## src/rtl/op_delay.sv

```systemverilog
// op_delay
// LAT-stage shift register carrying {valid, a, b} for each launched operand
// pair, so the checker knows which pair a returning product belongs to.
//   i_clk, i_reset : clock, synchronous active-high flush
//   i_vld/i_a/i_b  : pair launched at this edge
//   o_vld/o_a/o_b  : pair whose product is sampled at the next edge
module op_delay #(
  parameter int W   = 8,
  parameter int LAT = 3
) (
  input  logic         i_clk,
  input  logic         i_reset,
  input  logic         i_vld,
  input  logic [W-1:0] i_a,
  input  logic [W-1:0] i_b,
  output logic         o_vld,
  output logic [W-1:0] o_a,
  output logic [W-1:0] o_b
);

  logic [LAT-1:0]        r_vld_pipe;
  logic [LAT-1:0][W-1:0] r_a_pipe;
  logic [LAT-1:0][W-1:0] r_b_pipe;

  always_ff @(posedge i_clk) begin
    if (i_reset) begin
      r_vld_pipe <= '0;
      r_a_pipe   <= '0;
      r_b_pipe   <= '0;
    end else begin
      r_vld_pipe[0] <= i_vld;
      r_a_pipe[0]   <= i_a;
      r_b_pipe[0]   <= i_b;
      for (int i = 1; i < LAT; i++) begin
        r_vld_pipe[i] <= r_vld_pipe[i-1];
        r_a_pipe[i]   <= r_a_pipe[i-1];
        r_b_pipe[i]   <= r_b_pipe[i-1];
      end
    end
  end

  assign o_vld = r_vld_pipe[LAT-1];
  assign o_a   = r_a_pipe[LAT-1];
  assign o_b   = r_b_pipe[LAT-1];

endmodule

```

## config.mk

```make
export PLATFORM = sky130hd
export DESIGN_NAME = op_delay
export DESIGN_NICKNAME = d
export VERILOG_FILES = /design/src/rtl/op_delay.sv
export SDC_FILE = /design/constraint.sdc
export NUM_CORES = 1
export LEC_CHECK = 0
export CAP_MARGIN = 20
export CORE_UTILIZATION = 47
export CTS_BUF_LIST = sky130_fd_sc_hd__clkbuf_16
export CTS_CLUSTER_SIZE = 25
export DETAILED_ROUTE_END_ITERATION = 8
export PLACE_DENSITY = 0.75
export SYNTH_ARGS = -nofsm -noshare
export SYNTH_HDL_FRONTEND = slang
export SYNTH_SLANG_ARGS = --single-unit
```

## constraint.sdc

```tcl
create_clock -name i_clk -period 0.8 [get_ports i_clk]
set_input_delay 0.16 -clock i_clk [delete_from_list [all_inputs] [get_ports i_clk]]
set_output_delay 0.16 -clock i_clk [all_outputs]
set_load 0.03 [all_outputs]
```

* Word level (Yosys, flattened, before mapping)
Index checks and enable logic that the tools add are counted.
** Storage, ports and cells
- Input port bits :: 19
- Output and inout bits :: 17
- Bits in registers :: 51
- Word-level logic and storage cells :: 7

* Longest topological paths before layout
- Depth after elaboration :: 0
- Mapped depth :: 2
- Mapped depth without buffers :: 1

* Worst setup path after synthesis
OpenSTA, ideal clock, no wires.
- Kind :: register to output
- Start :: register r_vld_pipe[2]
- End :: output o_vld
- Slack :: 181 ps
- Arrival :: 459 ps
- Cell stages (with the launch flop) :: 1
- Required time :: 640 ps
- Cell sequence :: dfxtp_1
** RTL lines
- start, declared :: RTL line 21 : logic [LAT-1:0] r_vld_pipe;
- start signal, assigned by index :: RTL line 35 : r_vld_pipe[i] <= r_vld_pipe[i-1];
- end, declared :: RTL line 16 : output logic o_vld,
No word-level cell between the ends.

* Worst setup path after layout
- Start :: register r_a_pipe, in the netlist o_a[0]
- End :: output o_a[0]
** RTL lines
- start, declared :: RTL line 22 : logic [LAT-1:0][W-1:0] r_a_pipe;
- start signal, assigned by index :: RTL line 36 : r_a_pipe[i] <= r_a_pipe[i-1];
- end, declared :: RTL line 17 : output logic [W-1:0] o_a,
No word-level cell between the ends.

==> metrics.log <==
INFO  metric relative_area_change_from_synthesis_to_final_layout = 30.6%
INFO  metric cp_cell_sequence = buf_6
INFO  metric hold-path-cell-count = 3
INFO  metric worst_hold_startpoint = i_reset
INFO  metric worst-r2r-setup-slack = 270 ps
INFO  metric grt_use_total = 11.5%
INFO  metric ctsHtreeMaxLevel = 2
INFO  metric synth_simple_gate_area_share = 21.5%
INFO  metric vias = 760
INFO  metric cts_sinks = 51
INFO  metric cells_on_worst_reg2reg_path = 1
INFO  metric synth_nets = 142
INFO  metric routed_via_density = 4.02
INFO  metric synth_area = 1490 um2
INFO  metric final_slew_violations = 0
INFO  metric clock_tree.buffer_depth = 2
INFO  metric worst_hold_end = o_a[2]$_SDFF_PP0_
INFO  metric drive_above_1_share = 29.0%
INFO  metric timing.critical_path.arrival = around 700 ps
INFO  metric synthesis.area_per_instance = about 12 um2
INFO  metric failed_checks = negative setup slack
INFO  metric drt_drc_violations_left = 0
INFO  metric floorplan.die.width = 58.2 um
INFO  metric tritoncts.num_buffers = 5
INFO  metric antenna_found_initial = 0
INFO  metric cpLargestDelayFamily = flip-flops
INFO  metric finalCriticalPeriod = 881 ps
INFO  metric hold_violations = 0
INFO  metric diodes = 0
INFO  metric synth-adder-area-share = 0%
INFO  metric report.power.total = 4820 uW
INFO  metric start_util = between 40 and 50%
INFO  metric route.antenna.remaining_nets = 0
INFO  metric worst_slew_pin_slew = 144 ps
INFO  metric grt_remaining_overflow = 0
INFO  metric synth_largest_type_area_fraction = 68.7%
INFO  metric slowest_delay = 330 ps
INFO  metric worst-setup-path-type = reg -> out
INFO  metric synth_unique_cells = 4
INFO  metric max_cap_viols = 0
INFO  metric routed_wl = 1690 um
INFO  metric grt_start_max_net_pins = 37
INFO  metric dp_hpwl = between 1000 and 1500 um
INFO  metric drt_iter0_markers = 6
INFO  metric postLayoutSetupSlackWorst = -81.0 ps
INFO  metric outcome = complete, but fails checks
INFO  metric muxShareOfSynthArea = 0%
INFO  metric synthCells = 123
INFO  metric wl_per_cell = 8.93 um
INFO  metric chip_height = 58.2 um
INFO  metric worst_hold_path_type = in -> reg
INFO  metric synth-xor-area-share = 0%
INFO  metric synth_seq_area_share = between 60% and 70%
INFO  metric worst-endpoint-required = 640 ps
INFO  metric length_of_the_first_detailed_routing_pass_in_iterations = 3
INFO  metric yosys-top-cells-area = dfxtp_1, nor2b_1, buf_4, buf_2
INFO  metric placementRows = 20
INFO  metric core_area = 3030 um2
INFO  metric synth_warnings = 0
INFO  metric first_global_vias = slightly above 700
INFO  metric setup_viol = 17
INFO  metric final.fill_count = 221
INFO  metric regToRegStartpoint = r_b_pipe[8]$_SDFF_PP0_
INFO  metric p_leak = 0.000796 uW
INFO  metric grt_setup_unrepaired = true
INFO  metric clk_pin_slew_worst_paths = 60 ps
INFO  metric postLayoutCoreUtil = 64.0%
INFO  metric synth_top_cell_by_area = dfxtp_1
INFO  metric synth_top_family_by_area = simple AND/OR/NAND/NOR gates
INFO  metric ctsRootBufferMaster = clkbuf_16
INFO  metric max-slew-margin-rel = 90.4%
INFO  metric pwrdens = 2490 nW/um2
INFO  metric cts_hold_bufs = 0
INFO  metric ys_seq_elements = 51
INFO  metric crit_slowest_cell = dfxtp_2
INFO  metric floorplan.io_pins = 36
INFO  metric timing.critical_path.from_type = flip-flop
INFO  metric ir_worst_vdd = 0.00166 V
INFO  metric postCtsSetupBuffers = 0
INFO  metric worst_setup_path_end_kind = output port
INFO  metric port_buffers = 35
INFO  metric clock-skew-final = 1.91 ps
INFO  metric design.die.area = 3390 um2
INFO  metric cts_resized = 34
INFO  metric fin_setup_tns = -1260 ps
INFO  metric final_net_count = 165
INFO  metric min_period_over_period = 110%
INFO  metric max_freq = 1140 MHz
INFO  metric r2r_endpoint = o_b[0]$_SDFF_PP0_
INFO  metric synth_compound_gate_area_share = 0%
INFO  metric clk-insertion-delay-late = around 270 ps
INFO  metric gp_routability_congestion = between 0.5 and 0.6
INFO  metric cts_tree = done
INFO  metric grt_pass1_wl = 2730 um
INFO  metric crit_buf_inv = 1
INFO  metric cp_max_fo = 1
-- area by class of cell --
type                    instances  area (um2)  share of cell area (%)
repair buffers                 37         394                    20.3
multi-input cells              51         319                    16.5
well taps                      44        55.1                    2.84
clock buffers                   5         125                    6.45
flip-flops and latches         51        1040                    53.7
clock inverters                 1        3.75                   0.194
-- metal layers --
layer	part of all wire (%)	vias to the layer above	GRT usage, %	wire, um
met1	39	335	9.65	653
li1	-	394	-	-
met4	3.2	0	9.18	54
met5	0	-	0	0
met2	52	25	21.0	886
met3	5.5	6	4.69	93
-- state kept, by name (all words and copies together), names as in the netlist --
name,count
r_b_pipe,16
r_a_pipe,16
o_b,8
r_vld_pipe,3
o_a,8
-- synthesized netlist by cell type --
library cell / count
dfxtp_1: 51
buf_4: 16
nor2b_1: 51
buf_2: 5
-- cells in the final DEF, fill, tap and decap left out, drive strengths merged --
master         netlist  final
buf                 21     20
clkbuf               0      5
clkdlybuf4s50        0     17
dfxtp               51     51
inv                  0      1
nor2b               51     51
-- logic make-up after synthesis --
logic type,after synthesis
buffers and inverters,21
DFF,51
and+or+nand+nor,51
-- worst max path at each step --
stage	startpoint	end	slack, ps	depth (start not counted)
detailed placement	i_a[2]	r_a_pipe[2]$_SDFF_PP0_	-50	2
CTS	o_a[0]$_SDFF_PP0_	o_a[0]	-90	1
finish	o_a[0]$_SDFF_PP0_	o_a[0]	-80	1
global route	o_a[6]$_SDFF_PP0_	o_a[6]	-100	1
global placement	i_a[3]	r_a_pipe[3]$_SDFF_PP0_	2	2
floorplan	r_vld_pipe[2]$_SDFF_PP0_	o_vld	180	0
-- through the flow --
| stage | hold WS (ps) | setup slack [ps] | std cells | area, um2 |
|---|---|---|---|---|
| final | 291 | -81.0 | 189 | 1940 |
| after global routing | 311 | -104 | 189 | 1940 |
| after CTS | 276 | -88.3 | 189 | 1940 |
| after detailed placement | 422 | -52.3 | 183 | 1730 |
| after global placement | 416 | 1.68 | 183 | 1730 |
| after floorplan | 232 | 181 | 123 | 1490 |
-- where the power goes --
part	switching [uW]	internal, uW
clock network	744	1110
logic	118	180
registers	23.5	2650
Power figures use the tool's default switching activity.
